## src/rtl/led_share_arbiter.sv

```systemverilog
// Round-robin owner of the LED bank with bounded hold under contention; all outputs registered.
// Optional idle heartbeat on led[0]: LED_SHARE_ARBITER_HEARTBEAT_EN.
module led_share_arbiter #(
  parameter int num_requesters = 4,
  parameter int num_leds       = 4,
  parameter int hold_cycles    = 1000
) (
  input  logic                                clk_ext,
  input  logic                                reset,
  input  logic [num_requesters-1:0]           request,
  input  logic [num_requesters*num_leds-1:0]  led_pattern,
  output logic [num_requesters-1:0]           grant,
  output logic [num_leds-1:0]                 led,
  output logic                                busy
);
  localparam int OW = (num_requesters > 1) ? $clog2(num_requesters) : 1;
  localparam int HW = $clog2(hold_cycles);
  localparam logic [HW-1:0] HOLD_MAX = HW'(hold_cycles - 1);
  localparam logic [OW-1:0] LAST_RST = OW'(num_requesters - 1);

  typedef enum logic {IDLE, GRANT} state_t;

  state_t                    r_state, w_state_nxt;
  logic [OW-1:0]             r_owner, r_last, w_owner_nxt, w_win;
  logic [HW-1:0]             r_hold_cnt, w_hold_nxt;
  logic                      w_found, w_arb;
  logic [num_requesters-1:0] w_grant_nxt;
  logic [num_leds-1:0]       w_led_nxt, w_idle_led;

  // Search last+1 .. last, so the current owner is considered only after everyone else.
  always_comb begin
    w_found = 1'b0;
    w_win   = '0;
    for (int i = 1; i <= num_requesters; i++) begin
      if (!w_found && request[(int'(r_last) + i) % num_requesters]) begin
        w_found = 1'b1;
        w_win   = OW'((int'(r_last) + i) % num_requesters);
      end
    end
  end

  assign w_arb = (r_state == IDLE) || !request[r_owner] || (r_hold_cnt == HOLD_MAX);

  always_comb begin
    w_state_nxt = r_state;
    w_owner_nxt = r_owner;
    w_hold_nxt  = r_hold_cnt;
    if (w_arb) begin
      w_hold_nxt = '0;
      if (w_found) begin
        w_state_nxt = GRANT;
        w_owner_nxt = w_win;
      end else begin
        w_state_nxt = IDLE;
      end
    end else begin
      w_hold_nxt = r_hold_cnt + HW'(1);
    end
  end

`ifdef LED_SHARE_ARBITER_HEARTBEAT_EN
  logic [HW-1:0] r_hb_cnt, w_hb_cnt_nxt;
  logic          r_hb_led, w_hb_led_nxt;

  // Runs only while staying idle; any other transition restarts it dark.
  always_comb begin
    w_hb_cnt_nxt = '0;
    w_hb_led_nxt = 1'b0;
    if (r_state == IDLE && w_state_nxt == IDLE) begin
      if (r_hb_cnt == HOLD_MAX) begin
        w_hb_led_nxt = ~r_hb_led;
      end else begin
        w_hb_cnt_nxt = r_hb_cnt + HW'(1);
        w_hb_led_nxt = r_hb_led;
      end
    end
  end

  always_ff @(posedge clk_ext or posedge reset) begin
    if (reset) begin
      r_hb_cnt <= '0;
      r_hb_led <= 1'b0;
    end else begin
      r_hb_cnt <= w_hb_cnt_nxt;
      r_hb_led <= w_hb_led_nxt;
    end
  end

  always_comb begin
    w_idle_led    = '0;
    w_idle_led[0] = w_hb_led_nxt;
  end
`else
  assign w_idle_led = '0;
`endif

  always_comb begin
    w_grant_nxt = '0;
    w_led_nxt   = w_idle_led;
    if (w_state_nxt == GRANT) begin
      w_grant_nxt[w_owner_nxt] = 1'b1;
      w_led_nxt = led_pattern[int'(w_owner_nxt)*num_leds +: num_leds];
    end
  end

  always_ff @(posedge clk_ext or posedge reset) begin
    if (reset) begin
      r_state    <= IDLE;
      r_owner    <= '0;
      r_last     <= LAST_RST;
      r_hold_cnt <= '0;
      grant      <= '0;
      led        <= '0;
      busy       <= 1'b0;
    end else begin
      r_state    <= w_state_nxt;
      r_owner    <= w_owner_nxt;
      r_hold_cnt <= w_hold_nxt;
      if (w_arb && w_found) r_last <= w_win;
      grant      <= w_grant_nxt;
      led        <= w_led_nxt;
      busy       <= (w_state_nxt == GRANT);
    end
  end

endmodule

```

## config.mk

```make
export PLATFORM = sky130hd
export DESIGN_NAME = led_share_arbiter
export DESIGN_NICKNAME = d
export VERILOG_FILES = /design/src/rtl/led_share_arbiter.sv
export SDC_FILE = /design/constraint.sdc
export NUM_CORES = 1
export LEC_CHECK = 0
export CELL_PAD_IN_SITES_DETAIL_PLACEMENT = 1
export CELL_PAD_IN_SITES_GLOBAL_PLACEMENT = 1
export CORE_MARGIN = 1.5
export CORE_UTILIZATION = 37
export CTS_CLUSTER_DIAMETER = 150
export DETAILED_ROUTE_END_ITERATION = 12
export GPL_TIMING_DRIVEN = 0
export MAX_ROUTING_LAYER = met4
export PLACE_DENSITY = 0.89
export SYNTH_ARGS = -nofsm -noshare
export SYNTH_HDL_FRONTEND = slang
export SYNTH_SLANG_ARGS = --single-unit
```

## constraint.sdc

```tcl
create_clock -name clk_ext -period 2.2 [get_ports clk_ext]
set_input_delay 0.55 -clock clk_ext [delete_from_list [all_inputs] [get_ports clk_ext]]
set_output_delay 0.55 -clock clk_ext [all_outputs]
set_load 0.1 [all_outputs]
```

## After elaboration in Yosys (flattened, before gate mapping)

Index checks and enable logic that the tools add are counted.

- Register bits: 23
- Bits of input ports: 22
- Word-level logic and storage cells: 71

- $add $sub $neg: 5
- Order comparisons: 7
- Equal/unequal tests: 1
- Shift operators: 1
- Mux-type cells: 31
- Bitwise logic cells: 5
- Reduce and logical (&&, ||, !) cells: 15

Operator list:

| kind | number |
|---|---|
| $lt 3x4->1 const B | 4 |
| $mux 1 | 16 |
| $shiftx 16x5->4 | 1 |
| $mux 2 | 6 |
| $add 10x1->10 const B | 1 |
| $bmux 1 s2 | 5 |
| $eq 10x10->1 const B | 1 |
| $mux 10 | 1 |
| $mux 4 | 2 |
| $reduce_or 2->1 | 4 |
| $lt 2x3->1 const B | 2 |
| $logic_and 1x1->1 | 5 |
| $add 2x1->2 const B | 2 |
| $add 2x2->2 const B | 2 |
| $and 1x1->1 const A | 4 |
| $logic_not 1->1 | 4 |
| $demux 1 s2 | 1 |
| $ge 2x1->1 const B | 1 |
| $logic_or 1x1->1 | 2 |
| $not 1->1 | 1 |

## Longest topological paths before layout

Gate-level depths: netlist of run 1.

- Depth after elaboration: 23
- Depth in mapped cells: 8
- Mapped depth without buffers: 7

## Worst setup path after synthesis of run 1

Ideal clock, no wire load.

- Path type: reg2reg
- From: reg r_state
- To: reg led[1]
- Setup time: 0.126 ns
- Arrival: 2.278 ns
- Path slack: -0.204 ns
- Cell stages (with the launch flop): 8
- Buffers on the path: 1
- Clock period less this slack: 2.404 ns
- Path through: dfrtp_1 -> nand2_1 -> o22a_1 -> or2_1 -> buf_6 -> mux2i_2 -> a22o_1 -> a221o_1

- Word-level cells in the longest chain between the ends: 6
- Elaborated cells on any way between the ends: 7

Ends and longest elaborated chain:

| what | RTL line | text |
|---|---|---|
| from (decl) | 23 | `state_t r_state, w_state_nxt;` |
| from (signal assigned) | 116 | `r_state <= w_state_nxt;` |
| $not 1->1 | 42 | `assign w_arb = (r_state == IDLE) \|\| !request[r_owner] \|\| (r_hold_cnt == HOLD_MAX);` |
| $logic_or 1x1->1 (2 in series) | 42 |  |
| $mux 2 | 48 | `if (w_arb) begin` |
| $shiftx 16x5->4 | 102 | `w_led_nxt = led_pattern[int'(w_owner_nxt)*num_leds +: num_leds];` |
| $mux 4 * | 100 | `if (w_state_nxt == GRANT) begin` |
| net w_led_nxt[1] | 28 | `logic [num_leds-1:0] w_led_nxt, w_idle_led;` |
| to (signal assigned) | 121 | `led <= w_led_nxt;` |
| to (decl) | 13 | `output logic [num_leds-1:0] led,` |

The timed path passes the listed nets; every way through them passes the cells marked *.
A chain may end at the register's enable or synchronous reset.

## Final worst setup path of run 1

- From: in request[2]
- To: reg led[1]

- Word-level cells in the longest chain between the ends: 17
- Elaborated cells on any way between the ends: 37

Ends and longest elaborated chain:

| what | RTL line | text |
|---|---|---|
| from (decl) | 10 | `input logic [num_requesters-1:0] request,` |
| $bmux 1 s2 | 35 | `if (!w_found && request[(int'(r_last) + i) % num_requesters]) begin` |
| $mux 1 (implied by the code) (2 in series) | 35 |  |
| $mux 1 | 35 |  |
| $logic_not 1->1 | 35 |  |
| $logic_and 1x1->1 | 35 |  |
| $mux 1 | 35 |  |
| $logic_not 1->1 | 35 |  |
| $logic_and 1x1->1 | 35 |  |
| $mux 1 | 35 |  |
| $logic_not 1->1 | 35 |  |
| $logic_and 1x1->1 | 35 |  |
| $mux 2 or $mux 1 (tied branches) | 35 |  |
| $mux 2 | 50 | `if (w_found) begin` |
| $mux 2 | 48 |  |
| $shiftx 16x5->4 | 102 |  |
| $mux 4 * | 100 |  |
| net w_led_nxt[1] | 28 |  |

The timed path passes the listed nets; every way through them passes the cells marked *. The select of a mux whose other input is x is not followed.

==> impl_metrics.ini, run 1 <==
[sta]
final.setup_skew_ps = 1.770
rsz0062_at_grt = false
hold_violations = 0
fin_crit_sh = 0.9641
tns_ps = 0
max_freq_mhz = 471.5
maxSlewViolCount = 0
max_slew_margin = 0.3457
setup_viol = 0
period_needed_ps = 2121
worstMarginPinSlew_ps = 985.3

[final_layout]
drive_above_1_share = 0.1386
stdcell_count = 212
area_growth_pct = 32.35
nets = 190
antenna_cells = 0
design_area_mm2 = 0.001684

[clock_tree]
clkSinkCount = 23
cts_tree = done
cts_made_buffers = 3
cts_root_buf = clkbuf_4
clock_latency_ps = 310
cts.clk_slew.worst_paths_ps = 130
clk_path_buf_depth = 2
cts_max_level = 1

[floorplanning]
die_area_mm2 = 0.003800
coreArea_mm2 = 0.003311
pin_count = 31
num_rows = 21
initial_utilization = 0.3844
fp.dieH_um = 61.65
die_x_um = 61.65

[yosys]
synth_cell_type_count = 41
synthCells = 130
syn_area_per_cell_um2 = 9.788
synth_nets = 153
ys_warn_count = 0
syn-cell-area_mm2 = 0.001272
yosysSeqAreaShare = 0.4543
synth-seq-cells = 23

[placed_design]
placedCellCount = 206
dp.final_hpwl_um = 2744
io_buffers = 30
place.gp.congestion = 0.8161
place_area_mm2 = 0.001632

[power]
p_leak_nw = 0.7337
power.density_mw_per_mm2 = 1334
combPwrFrac = 0.628
p_int_mw = 1.088
p_clk_frac = 0.089
swShare = 0.5157
power_frac_seq = 0.283
p_switching_mw = 1.158
ir_worst_vdd_v = 0.0004847

[routing]
final_antenna_net_count = 0
vias = 1107
drt-initial-drc-count = 29
dr.pass1.iters = 4
drt-wirelength-per-cell_um = 16.66
wirelength_um = 3532
viasPerCell = 5.222
drc = 0

[global_routing]
grt_pass1_wl_um = 5457
grt-ovfl-total = 0
grt_pass1_vias = 1130
antenna_found_initial = 0
grt_use_total = 0.2065
grt_max_degree = 24

[run]
maxCapViolCount = 0

[worst_setup_path]
cp-end-kind = flip-flop
path_class = in -> reg
cp-start-kind = input port
worstPathArrival_ps = 2330
cp_max_fo = 7
cp.required_ps = 2410

[outcome]
outcome = finished, final reports clean

[min_path]
min_path_type = reg -> reg
[power groups by stage]
stage                     Sequential (mW)  Combinational (mW)  Clock (mW)
final                               0.635                1.41       0.200
after global routing                0.649                1.50       0.220
after CTS                           0.629                1.38       0.206
after detailed placement            0.641                1.40           0
after global placement              0.629                1.36           0
after floorplan                      1.08               0.610           0
[routing by layer]
metal,part of all wire,global-route usage
met5,0,-
met4,0.0042,0.04559
met3,0.022,0.03151
met2,0.57,0.3850
met1,0.41,0.2293
[cell usage after synthesis]
| cell type | n | area share |
|---|---|---|
| a21boi_0 | 1 | 0.0059 |
| inv_1 | 6 | 0.018 |
| ha_1 | 1 | 0.0098 |
| nand2_1 | 8 | 0.024 |
| o21ai_0 | 2 | 0.0079 |
| or3_1 | 1 | 0.0049 |
| nand3_1 | 9 | 0.035 |
| a21boi_1 | 1 | 0.0059 |
| nand3b_1 | 1 | 0.0059 |
| a22o_1 | 3 | 0.021 |
| mux2i_2 | 1 | 0.011 |
| dfstp_2 | 2 | 0.041 |
| nand2b_1 | 6 | 0.030 |
| xnor2_1 | 5 | 0.034 |
| a21oi_1 | 2 | 0.0079 |
| nor4_4 | 1 | 0.017 |
| buf_6 | 2 | 0.018 |
| a221o_1 | 4 | 0.031 |
| nor2_1 | 17 | 0.050 |
| o31ai_4 | 1 | 0.017 |
| or2_4 | 1 | 0.0069 |
| mux2i_1 | 2 | 0.016 |
| buf_2 | 1 | 0.0039 |
| nor3_1 | 5 | 0.020 |
| a21o_1 | 3 | 0.018 |
| o22a_1 | 1 | 0.0069 |
| a211o_1 | 2 | 0.014 |
| o21ai_1 | 3 | 0.012 |
| xor2_1 | 3 | 0.021 |
| and2_1 | 4 | 0.020 |
| or4_1 | 1 | 0.0059 |
| dfrtp_1 | 21 | 0.41 |
| clkbuf_1 | 1 | 0.0029 |
| o211a_1 | 1 | 0.0079 |
| a31oi_1 | 1 | 0.0049 |
| o21a_1 | 1 | 0.0059 |
| nor2b_1 | 1 | 0.0049 |
| or2_1 | 1 | 0.0049 |
| a32o_1 | 1 | 0.0079 |
| a211oi_1 | 1 | 0.0059 |
| o22ai_1 | 1 | 0.0049 |
[registers in the layout, summed over array words and instances (netlist names)]
signal      flops
led             4
r_state         1
r_last          2
r_hold_cnt     10
grant           4
r_owner         2
[area by class of cell]
| class | count | area (µm²) |
|---|---|---|
| clock inverters | 1 | 5.005 |
| repair buffers | 32 | 291.5 |
| well taps | 46 | 57.56 |
| flip-flops and latches | 23 | 579.3 |
| clock buffers | 3 | 22.52 |
| fillers | 411 | 1627 |
| inverters | 6 | 22.52 |
| plain buffers | 4 | 32.53 |
| multi-input cells | 97 | 673.1 |
[through the flow]
stage,utilization,total power [mW],setup slack (ps),hold WS (ps)
after floorplan,-,1.694,69.59,432.9
after global routing,0.5087,2.371,5.207,556.4
after detailed placement,0.4928,2.039,-701.8,455.7
after global placement,0.4928,1.991,-644.6,446.3
final,0.5087,2.246,79.08,525.0
after CTS,0.5026,2.211,2.349,478.6
[logic make-up (layout without fill, tap and decap cells)]
family | after synthesis | in the layout | synth area share
compound gates | 29 | 29 | 0.1839
xor+xnor | 8 | 8 | 0.05507
fa+ha+maj | 1 | 1 | 0.009831
buf+inv | 10 | 46 | 0.04227
flops | 23 | 23 | 0.4543
mux | 3 | 3 | 0.02655
simple gates | 56 | 56 | 0.2281
[layout by cell type (no fill, tap or decap), drive strengths merged, types with 2 or more instances in the layout]
| cell | n |
|---|---|
| dlygate4sd2 | 11 |
| clkdlybuf4s50 | 17 |
| and2 | 4 |
| xor2 | 3 |
| a211o | 2 |
| a21boi | 2 |
| buf | 5 |
| a22o | 3 |
| clkbuf | 6 |
| nand3 | 9 |
| xnor2 | 5 |
| o21ai | 5 |
| dfstp | 2 |
| nand2b | 6 |
| nor2 | 17 |
| a21o | 3 |
| dfrtp | 21 |
| nand2 | 8 |
| inv | 6 |
| mux2i | 3 |
| or2 | 2 |
| a221o | 4 |
| a21oi | 2 |
| nor3 | 5 |
[worst paths after layout]
| kind | slack, ps | from | cells past startpoint | to |
|---|---|---|---|---|
| max in group asynchronous | 880 | reset | 2 | r_state |
| hold reg to reg | 530 | r_last[0] | 2 | r_last[0] |
| min in group asynchronous | 710 | reset | 2 | led[2] |
| hold / removal | 530 | r_last[0] | 2 | r_last[0] |
| setup reg to reg | 80 | r_hold_cnt[3] | 7 | led[1] |
| setup / recovery | 80 | request[2] | 8 | led[1] |
[worst max-delay path, cell delays in order]
cell and delay [ps]:
dlygate4sd2_1 330, mux2i_1 120, o22a_1 260, or2_1 250
buf_6 130, mux2i_2 170, a22o_1 260, a221o_1 260
[repair_timing]
item / in CTS / in global routing
setup buffers: 1 / 1
resized for setup: 16 / 9
hold buffers: 0 / 0
pin swaps: 1 / 3
endpoints found under the setup margin: 13 / 4
hold endpoints to repair: 0 / 0
No activity file was read; power rests on OpenSTA's default activity.
==> run 2: changes to the inputs <==
--- a/config.mk
+++ b/config.mk
@@ -7,7 +7,7 @@
 export LEC_CHECK = 0
 export CELL_PAD_IN_SITES_DETAIL_PLACEMENT = 1
 export CELL_PAD_IN_SITES_GLOBAL_PLACEMENT = 1
-export CORE_MARGIN = 1.5
+export CORE_MARGIN = 10
 export CORE_UTILIZATION = 37
 export CTS_CLUSTER_DIAMETER = 150
 export DETAILED_ROUTE_END_ITERATION = 12
==> run 2 against run 1 <==
First-iteration DRC count is 66% higher; sequential share of layout area is 0.73 points lower; count of clock-buffer cells in the layout stayed put; critical path depth is 1 lower; worst setup slack worse by 27 ps; core utilization is 0.80 points higher; combinational power hardly changed; routed wire length is 17% higher; flip-flop and latch count stayed put; via count is 3.7% higher; hold slack worse by 8.3 ps; maximum frequency is 1.3% lower.
==> impl_metrics.ini, run 2 (synthesized netlist as in run 1, its figures left out) <==
[clock_tree]
cts_root_buf = clkbuf_4
clk_path_buf_depth = 2
ctsHoldBuffers = 0
cts.clk_slew.worst_paths_ps = 140
cts_tree = done
cts_made_buffers = 3
cts_max_level = 1
clkSinkCount = 23
clock_latency_ps = 330

[sta]
maxSlewViolCount = 0
fin_crit_sh = 0.9765
period_needed_ps = 2148
hold_violations = 0
max_slew_margin = 0.3469
final.setup_skew_ps = 1.313
setup_viol = 0
worstMarginPinSlew_ps = 983.6
max_freq_mhz = 465.5

[floorplanning]
num_rows = 21
fp.dieH_um = 78.65
die_x_um = 78.65
coreArea_mm2 = 0.003337
pin_count = 31
die_area_mm2 = 0.006185
initial_utilization = 0.3813

[power]
swShare = 0.5243
combPwrFrac = 0.618
power.density_mw_per_mm2 = 1335
p_int_mw = 1.095
p_clk_frac = 0.096
p_switching_mw = 1.207
power_frac_seq = 0.286
p_leak_nw = 0.7478
total_power_mw = 2.302
ir_worst_vdd_v = 0.0006136

[routing]
final_antenna_net_count = 0
wl_met1_um = 1643
drc = 0
drt-initial-drc-count = 48
routed-wl-met3_um = 62
viasPerCell = 5.315
wirelength_um = 4139
met2WireLength_um = 2323
dr.pass1.iters = 4
vias = 1148
dr.max_layer_used = met4
drt-wirelength-per-cell_um = 19.16

[global_routing]
grt-ovfl-total = 0
grt_use_total = 0.1363
antenna_found_initial = 1
grt_max_degree = 24
grt_pass1_vias = 1259
grt_pass1_wl_um = 6368

[final_layout]
drive_above_1_share = 0.1420
nets = 193
mostFrequentLayoutCell = dfrtp_1
fin_util = 0.5167
area_growth_pct = 35.50
final_cell_mix = dfrtp_1 (19), nor2_1 (17), clkdlybuf4s50_1 (17)
multi_input_area_um2 = 671.9
reg_top3 = r_hold_cnt: 10 flops, grant: 4 flops, led: 4 flops
regMostFlops = r_hold_cnt
fillCellCount = 402
seq_area_um2 = 580.6
largest_register_ffs = 10

[worst_setup_path]
cp.required_ps = 2430
r2r_setup_slack_ps = 50
cp_max_fo = 6
r2r-end = led[3]
crit_start = r_hold_cnt[3]
cp-start-kind = flip-flop
rr_startpoint = r_hold_cnt[3]
max_stage_delay_ps = 460
critPathCapture = led[3]
slowest_stage = dfrtp_2
path_class = reg -> reg
worstPathCellList = or2_4, nor4_4, or2_1, buf_6, mux2i_4, a22o_1, a221o_1
reg2reg_depth = 7
cp-end-kind = flip-flop
worstPathArrival_ps = 2380

[placed_design]
place.gp.congestion = 0.7685
dp.final_hpwl_um = 3169
io_buffers = 30

[outcome]
outcome = finished, final reports clean

[min_path]
whs_path_depth = 2
min_path_type = reg -> reg

[run]
maxCapViolCount = 0
==> run 2: what timing repair did <==
action	CTS	global route
setup buffers	1	5
pin swaps	1	4
gates resized for setup	16	4
endpoints found under the setup margin	13	4
==> run 2: metal layers <==
metal	global-route usage	up-vias
met2	0.2459	19
met3	0.01481	7
met5	-	-
li1	-	538
met4	0.08602	0
met1	0.1372	584
==> run 2: cell type report <==
class	count	area share
plain buffers	3	0.01742
repair buffers	36	0.1909
diodes	1	0.001451
clock buffers	3	0.01306
multi-input cells	97	0.3897
well taps	46	0.03338
flip-flops and latches	23	0.3367
clock inverters	1	0.004354
inverters	6	0.01306
==> run 2: power by group through the flow <==
stage	sequential, mW	combinational [mW]	clock [mW]
3_3_place_gp	0.628	1.37	0
4_1_cts	0.629	1.40	0.222
2_1_floorplan	1.08	0.610	0
3_5_place_dp	0.643	1.42	0
5_1_grt	0.675	1.50	0.241
6_report	0.658	1.42	0.222
==> run 2: critical path, delay by kind of cell, from the launching register on <==
family / cells / cell delay (ps)
simple gates: 3 / 860
mux: 1 / 90
compound gates: 2 / 510
flops: 1 / 460
buf+inv: 1 / 130
==> run 2: worst min path at each step <==
stage	endpoint	slack, ps	from
3_5_place_dp	r_hold_cnt[0]	470	r_hold_cnt[0]
4_1_cts	r_last[0]	520	r_last[0]
3_3_place_gp	r_hold_cnt[0]	450	r_hold_cnt[0]
5_1_grt	r_last[0]	550	r_last[0]
6_report	r_last[0]	520	r_last[0]
2_1_floorplan	r_hold_cnt[0]	430	r_hold_cnt[0]
==> run 2: per-stage QoR <==
stage               TNS [ps]  hold WS [ps]  std cells  area (µm²)  setup slack [ps]
global route          -92.94         552.9        216        1724            -24.86
CTS                        0         518.0        211        1665             20.89
finish                     0         516.7        216        1724             51.77
floorplan                  0         432.9        130        1274             69.59
detailed placement     -4782         471.8        206        1632            -722.2
global placement       -3745         445.3        206        1632            -665.1
